<file path="src/rtl/mem_axil_bridge.sv">
// mem_axil_bridge: single-outstanding memory request to AXI4-Lite master bridge.
// Every output is registered; one DONE cycle separates consecutive transactions.
module mem_axil_bridge #(
    parameter logic [2:0] AXI_PROT = 3'b000
) (
    input  logic        clk_i,
    input  logic        rst_i,
    input  logic        mem_req_i,
    input  logic        mem_we_i,
    input  logic [31:0] mem_addr_i,
    input  logic [31:0] mem_wdata_i,
    input  logic [3:0]  mem_strb_i,
    output logic [31:0] mem_rdata_o,
    output logic        mem_done_o,
    output logic        mem_err_o,
    output logic        awvalid_o,
    input  logic        awready_i,
    output logic [31:0] awaddr_o,
    output logic [2:0]  awprot_o,
    output logic        wvalid_o,
    input  logic        wready_i,
    output logic [31:0] wdata_o,
    output logic [3:0]  wstrb_o,
    input  logic        bvalid_i,
    output logic        bready_o,
    input  logic [1:0]  bresp_i,
    output logic        arvalid_o,
    input  logic        arready_i,
    output logic [31:0] araddr_o,
    output logic [2:0]  arprot_o,
    input  logic        rvalid_i,
    output logic        rready_o,
    input  logic [31:0] rdata_i,
    input  logic [1:0]  rresp_i
);
    typedef enum logic [2:0] {IDLE, WR_AW_W, WR_B, RD_AR, RD_R, DONE} state_t;
    state_t      r_state;
    logic        r_awvalid, r_wvalid, r_bready, r_arvalid, r_rready, r_done, r_err;
    logic [31:0] r_addr, r_wdata, r_rdata;
    logic [3:0]  r_strb;
    logic        w_aw_ok, w_w_ok, w_unused;
    // A channel counts as finished if it completed earlier or is completing now.
    assign w_aw_ok  = !r_awvalid || awready_i;
    assign w_w_ok   = !r_wvalid || wready_i;
    assign w_unused = ^{bresp_i[0], rresp_i[0]};
    always_ff @(posedge clk_i or posedge rst_i) begin
        if (rst_i) begin
            r_state   <= IDLE;
            r_awvalid <= 1'b0;
            r_wvalid  <= 1'b0;
            r_bready  <= 1'b0;
            r_arvalid <= 1'b0;
            r_rready  <= 1'b0;
            r_done    <= 1'b0;
            r_err     <= 1'b0;
            r_addr    <= 32'h0;
            r_wdata   <= 32'h0;
            r_rdata   <= 32'h0;
            r_strb    <= 4'h0;
        end else begin
            case (r_state)
                IDLE: if (mem_req_i) begin
                    r_addr    <= mem_addr_i;
                    r_wdata   <= mem_wdata_i;
                    r_strb    <= mem_strb_i;
                    r_awvalid <= mem_we_i;
                    r_wvalid  <= mem_we_i;
                    r_arvalid <= !mem_we_i;
                    r_state   <= mem_we_i ? WR_AW_W : RD_AR;
                end
                WR_AW_W: begin
                    if (awready_i) r_awvalid <= 1'b0;
                    if (wready_i) r_wvalid <= 1'b0;
                    if (w_aw_ok && w_w_ok) begin
                        r_bready <= 1'b1;
                        r_state  <= WR_B;
                    end
                end
                WR_B: if (bvalid_i) begin
                    r_bready <= 1'b0;
                    r_err    <= bresp_i[1];
                    r_done   <= 1'b1;
                    r_state  <= DONE;
                end
                RD_AR: if (arready_i) begin
                    r_arvalid <= 1'b0;
                    r_rready  <= 1'b1;
                    r_state   <= RD_R;
                end
                RD_R: if (rvalid_i) begin
                    r_rready <= 1'b0;
                    r_rdata  <= rdata_i;
                    r_err    <= rresp_i[1];
                    r_done   <= 1'b1;
                    r_state  <= DONE;
                end
                DONE: begin
                    r_done  <= 1'b0;
                    r_state <= IDLE;
                end
                default: r_state <= IDLE;
            endcase
        end
    end
    assign mem_rdata_o = r_rdata;
    assign mem_done_o  = r_done;
    assign mem_err_o   = r_err;
    assign awvalid_o   = r_awvalid;
    assign awaddr_o    = r_addr;
    assign awprot_o    = AXI_PROT;
    assign wvalid_o    = r_wvalid;
    assign wdata_o     = r_wdata;
    assign wstrb_o     = r_strb;
    assign bready_o    = r_bready;
    assign arvalid_o   = r_arvalid;
    assign araddr_o    = r_addr;
    assign arprot_o    = AXI_PROT;
    assign rready_o    = r_rready;
endmodule

</file>
<file path="config.mk">
export PLATFORM = sky130hd
export DESIGN_NAME = mem_axil_bridge
export DESIGN_NICKNAME = d
export VERILOG_FILES = /design/src/rtl/mem_axil_bridge.sv
export SDC_FILE = /design/constraint.sdc
export NUM_CORES = 1
export LEC_CHECK = 0
export ABC_AREA = 1
export BUFFER_PORTS_ARGS = -buffer_cell sky130_fd_sc_hd__clkbuf_2
export CORE_MARGIN = 1
export CORE_UTILIZATION = 40
export DETAILED_ROUTE_END_ITERATION = 16
export GPL_ROUTABILITY_DRIVEN = 0
export PLACE_DENSITY = 0.76
export SYNTH_ARGS = -nofsm -noshare
export SYNTH_HDL_FRONTEND = slang
export SYNTH_SLANG_ARGS = --single-unit
</file>
<file path="constraint.sdc">
create_clock -name clk_i -period 4.3 [get_ports clk_i]
set_input_delay 1.29 -clock clk_i [delete_from_list [all_inputs] [get_ports clk_i]]
set_output_delay 1.29 -clock clk_i [all_outputs]
set_load 0.05 [all_outputs]
</file>
# Word-level counts from Yosys, hierarchy flattened
# Index checks and enable logic that the tools add are counted.
[totals] reg_bits=110 in_bits=113 output_inout_bits=145
[classes] n_eq_ne=12 mux=27 reduce_logical=23
[ops] op="AND reduction 3 bit" count=7
[ops] op="2-to-1 mux 3 bit" count=5
[ops] op="case mux 3 bit (5 select lines)" count=1
[ops] op="inequality test 2 bit, second input constant" count=7
[ops] op="2-to-1 mux 1 bit" count=13
[ops] op="case mux 1 bit (2 select lines)" count=6
[ops] op="nonzero test 2 bit" count=5
[ops] op="equality test 3 x 2 -> 1 bit, second input constant" count=2
[ops] op="equality test 3 bit, second input constant" count=2
[ops] op="AND reduction 5 bit" count=1
[ops] op="AND reduction 2 bit" count=2
[ops] op="equality test 3 x 1 -> 1 bit, second input constant" count=1
[ops] op="logical NOT 1 bit" count=3
[ops] op="logical NOT 3 bit" count=1
[ops] op="case mux 1 bit (3 select lines)" count=1
[ops] op="nonzero test 3 bit" count=1
[ops] op="logical OR 1 bit" count=2
[ops] op="2-to-1 mux 2 bit" count=1
[ops] op="logical AND 1 bit" count=1

# Logic depth before layout (Yosys ltp)
# Gate-level depths: netlist (run 1).
[logic_depth] word_depth=5 depth_mapped=8

# Worst setup path before layout (run 1)
# OpenSTA, ideal clock, no wires.
[synth_timing] path_type="register to output" start="register r_addr[0], in the netlist araddr_o[0]" end="output port awaddr_o[0]" arrival_time_ps=904 required_time_ps=3010 slack_ps=2106 path_stages_with_launch=2 path_buffers=1 cell_sequence="dfrtp_1 > buf_4"
[synth_rtl] item="from (decl)" line_no="39" rtl="logic [31:0] r_addr, r_wdata, r_rdata;"
[synth_rtl] item="from (signal assigned)" line_no="63" rtl="r_addr <= mem_addr_i;"
[synth_rtl] item="to (decl)" line_no="18" rtl="output logic [31:0] awaddr_o,"
# No word-level cell between the ends.

# Worst setup path after layout (run 1)
[layout_timing] start="input port rvalid_i" end="register r_rdata[29], in the netlist mem_rdata_o[29]"
[layout_between] elab_chain_len=1
[layout_rtl] item="from (decl)" line_no="31" rtl="input logic rvalid_i,"
[layout_rtl] item="AND reduction 2 bit (no source line)"
[layout_rtl] item="to (signal assigned)" line_no="92" rtl="r_rdata <= rdata_i;"
[layout_rtl] item="to (decl)" line_no="39"
# No other way between the ends.
# A chain may end at the register's enable or synchronous reset.

==> results of run 1 <==
[registers in the layout, summed over array words and instances (netlist names)]
signal / count
awvalid_o: 1
r_state: 3
rready_o: 1
arvalid_o: 1
mem_err_o: 1
mem_rdata_o: 32
bready_o: 1
wstrb_o: 4
mem_done_o: 1
wdata_o: 32
araddr_o: 32
wvalid_o: 1
[routing by layer]
layer | wire, um | global-route usage [%] | up-vias
li1 | - | - | 2011
met1 | 4490 | 21.0 | 1787
met2 | 5240 | 31.0 | 179
met3 | 875 | 5.93 | 9
met4 | 116 | 4.29 | 0
met5 | 0 | 0 | -
[layout make-up]
type	instances	area, sq um
Fill cell	1041	5050
Sequential cell	110	2750
Multi-Input combinational cell	364	1420
Timing Repair Buffer	252	1280
Clock buffer	11	243
Tap cell	140	175
Inverter	16	62.6
Clock inverter	5	40.0
[cell usage after synthesis]
master    number
nand2_1      324
dfrtp_1      110
buf_4         41
buf_2         16
inv_1         13
o21ai_0       11
nor2_1         6
nand3_1        5
a21oi_1        3
inv_2          3
nand4_1        2
nor2_4         2
and2_1         1
buf_6          1
conb_1         1
nand2_2        1
nor2_2         1
o21bai_1       1
or2_2          1
[worst paths after layout]
path,start,endpoint,slack (ns),depth (start not counted)
worst max-delay path,rvalid_i,mem_rdata_o[29],1.87,6
worst min-delay path,wdata_o[4],wdata_o[4],0.47,2
worst max register to register,r_state[1],mem_rdata_o[29],2.08,6
worst min register to register,wdata_o[4],wdata_o[4],0.47,2
max in group asynchronous,rst_i,wdata_o[8],2.53,3
min in group asynchronous,rst_i,wdata_o[21],1.02,2
[worst register-to-register path: stages, from the launching register on]
cell and delay [ns]:
dfrtp_1 0.46, nor2_2 0.22, nand2_1 0.18, nor2_4 0.59, inv_2 0.43, nand2_1 0.16, nand2_1 0.06
[kinds of logic (layout without fill, tap and decap cells)]
| kind of cell | after synthesis | in the layout | share of synthesized area, % |
|---|---|---|---|
| AO/OA/AOI/OAI | 15 | 15 | 1.68 |
| flip-flops | 110 | 110 | 59.6 |
| buffers and inverters | 74 | 284 | 9.95 |
| other | 1 | 6 | 0.0812 |
| AND/OR/NAND/NOR | 343 | 343 | 28.7 |
[stage by stage]
| stage | hold slack [ns] | cells | instance area [sq um] |
|---|---|---|---|
| 2_1_floorplan | 0.574 | 548 | 4640 |
| 3_3_place_gp | 0.453 | 882 | 5700 |
| 3_5_place_dp | 0.457 | 882 | 5700 |
| 4_1_cts | 0.476 | 898 | 5980 |
| 5_1_grt | 0.487 | 898 | 5980 |
| 6_report | 0.468 | 898 | 5980 |
==> flow_summary.ini, run 1 <==
[status]
status = finished, final reports clean

[yosys]
ys_ff_latch = 110
synth.avg_cell_area_sq_um = 8.50
synthesis.area_sq_um = 4620
yosysTopAreaCell = dfrtp_1
syn_inst = 543
yosysWarnings = 0
ys_types = 19
seq_area_frac_synth_pct = 59.6
synth.top_cell.area_share_pct = 59.6
synth_area_leaders = dfrtp_1 (60%), nand2_1 (26%), buf_4 (6.7%)

[floorplan]
row_count = 38
start_util_pct = 41.9
die-area_sq_um = 12000
fp.dieW_um = 109
pin_count = 258
die_h_um = 109
design.core.area_sq_um = 11000

[cts]
numCtsBuffers = 9
clk_pin_slew_worst_paths_ns = 0.07
cts.sinks = 110
post_cts_buffers = 0
cts_hold_buf = 0
clk_path_buf_depth = 2
cts_tree = built
cts_root_buf = clkbuf_16
clock_latency_ns = 0.34
cts_max_level = 3
cts_resized = 0

[routing]
ant_nets = 0
vias_per_cell = 4.44
wl_um = 10700
vias = 3986
drtIter0Drc = 165
drc = 0
dr.pass1.iters = 5
wl_per_cell_um = 11.9

[sta]
max_freq_mhz = 411
maxSlewViolCount = 0
finalWorstSetupSlack_ns = 1.87
fin_setup_tns_ns = 0
relSlewSlack_pct = 44.1
tightest_slew_ns = 0.838
skew_ns = 0.0112
timing.final.crit_share_pct = 56.6
finalHoldViolCount = 0
fin_crit_ns = 2.43
rsz0062_at_grt = no
setup_viol = 0

[grt]
grt_pass1_wl_um = 16500
grt_pass1_vias = 3559
overflow = 0
track_usage_pct = 17.8
antenna_found_initial = 0
grt_max_degree = 70

[setup_path]
cp-end-kind = flip-flop
crit_buf_inv = 3
path_max_fanout = 35
cp_cell_sequence = clkbuf_2 -> inv_1 -> nor2_4 -> inv_2 -> nand2_1 -> nand2_1
start_kind = primary input
cp_common_cell = nand2_1
cpPeakStageDelay_ns = 0.58
cp_data_required_time_ns = 4.52
crit_slowest_cell = nor2_4
critPathTopFamily = simple AND/OR/NAND/NOR gates
path_class = in -> reg
crit_arrival_ns = 2.65

[placed_design]
dpl_worst_slack_ns = 1.49
io_buffers = 249
hpwl_um = 7760

[hold_path]
min-delay-path-class = reg -> reg

[finish]
drive_above_1_share_pct = 36.4
syn2layout_area_growth_pct = 29.5
finalNetCount = 866
diodes = 0
final_util_pct = 54.2
layout_common_cells = nand2_1 (324), clkbuf_2 (249), dfrtp_1 (110)
final_common_cell = nand2_1

[flow_run]
cap_violations = 0
Power of run 1 is not shown: default switching activity piles up to over one toggle a cycle in this logic, so the estimate is an artifact.
==> run 2: changes to the inputs <==
CORE_UTILIZATION = 44   (was 40)
PLACE_DENSITY = 0.8   (was 0.76)
clock period = 2.4 ns   (was 4.3 ns; I/O delays follow)
==> run 2 against run 1 <==
Wire length increased by 2.5%; first-iteration DRC count increased by 5.5%; final cell count decreased by 0.11%; via count increased by 2.5%; register-to-register slack got worse by 1.3 ns; critical path type is now reg -> out.
==> flow_summary.ini, run 2 (same netlist as run 1, synthesis figures left out) <==
[finish]
syn2layout_area_growth_pct = 28.1
diodes = 0
seqCellArea_sq_um = 2750
final_common_cell = nand2_1
finalNetCount = 870
multi_input_comb_area_sq_um = 1420
n_fill_cell = 979
drive_above_1_share_pct = 36.8
layout_common_cells = nand2_1 (324), clkbuf_2 (249), dfrtp_1 (110)

[floorplan]
design.core.area_sq_um = 10200
die-area_sq_um = 10900
fp.dieW_um = 104
row_count = 37
pin_count = 258
start_util_pct = 45.1
die_h_um = 104

[grt]
grt_pass1_wl_um = 18000
overflow = 0
antenna_found_initial = 0
grt_max_degree = 70
track_usage_pct = 20.6
grt_pass1_vias = 3742

[routing]
dr.pass1.iters = 6
wl_per_cell_um = 12.3
drtIter0Drc = 174
vias_per_cell = 4.55
drc = 0
ant_nets = 0
wl_um = 11000
vias = 4085

[setup_path]
start_kind = flip-flop
path_max_fanout = 2
cp_cell_sequence = clkbuf_2
cpPeakStageDelay_ns = 0.41
critPathTopFamily = flip-flops
path_class = reg -> out
crit_arrival_ns = 1.05
cp-end-kind = primary output
cp_data_required_time_ns = 1.68
crit_slowest_cell = dfrtp_1
crit_buf_inv = 1

[cts]
clk_path_buf_depth = 2
cts.sinks = 110
cts_root_buf = clkbuf_8
cts_resized = 0
numCtsBuffers = 9
post_cts_buffers = 0
cts_max_level = 3
clk_pin_slew_worst_paths_ns = 0.11
clock_latency_ns = 0.35
cts_hold_buf = 0
cts_tree = built

[sta]
finalWorstSetupSlack_ns = 0.628
skew_ns = 0.0146
max_freq_mhz = 564
setup_viol = 0
timing.final.crit_share_pct = 73.9
finalHoldViolCount = 0
relSlewSlack_pct = 66.3
rsz0062_at_grt = no
fin_crit_ns = 1.77
maxSlewViolCount = 0
tightest_slew_ns = 0.505
fin_setup_tns_ns = 0

[status]
status = finished, final reports clean

[placed_design]
hpwl_um = 8300
io_buffers = 249
dpl_worst_slack_ns = 0.683

[hold_path]
min-delay-path-class = in -> async

[flow_run]
cap_violations = 0
run 2: changes by cell type in the layout (fill, tap and decap cells not counted), sizes merged:
cell	before	now
inv	19	16
clkbuf	260	259
buf	3	7
clkinvlp	0	3
run 2: stage by stage:
stage | utilization, % | hold WS (ns) | cells | cell area (sq um)
2_1_floorplan | - | 0.574 | 548 | 4640
3_3_place_gp | 56.0 | 0.454 | 882 | 5730
3_5_place_dp | 56.0 | 0.457 | 882 | 5730
4_1_cts | 57.8 | 0.417 | 897 | 5920
5_1_grt | 57.8 | 0.427 | 897 | 5920
6_report | 57.8 | 0.427 | 897 | 5920
run 2: path summary, 6_finish.rpt:
kind	start	to	slack, ns	cells after the start
max	mem_rdata_o[13]	mem_rdata_o[13]	0.63	1
min	rst_i	mem_err_o	0.43	3
max reg2reg	r_state[1]	arvalid_o	0.79	7
min reg2reg	wdata_o[26]	wdata_o[26]	0.48	2
max in group asynchronous	rst_i	araddr_o[30]	1.62	3
min in group clk_i	wdata_o[26]	wdata_o[26]	0.48	2
run 2: cell type report:
cell class | instances | area share (%)
clock buffers | 10 | 2.33
multi-input cells | 364 | 24.1
well taps | 136 | 2.88
clock inverters | 5 | 0.740
flip-flops and latches | 110 | 46.5
inverters | 16 | 1.08
repair buffers | 256 | 22.4
run 2: routing by layer:
layer  up-vias  wire length, um  track usage [%]
met5         -                0                0
met4         0              142             6.53
met3        13              881             4.76
met2       181             5500             36.9
met1      1869             4470             24.3
li1       2022                -                -
Power of run 2 is left out for the same reason.
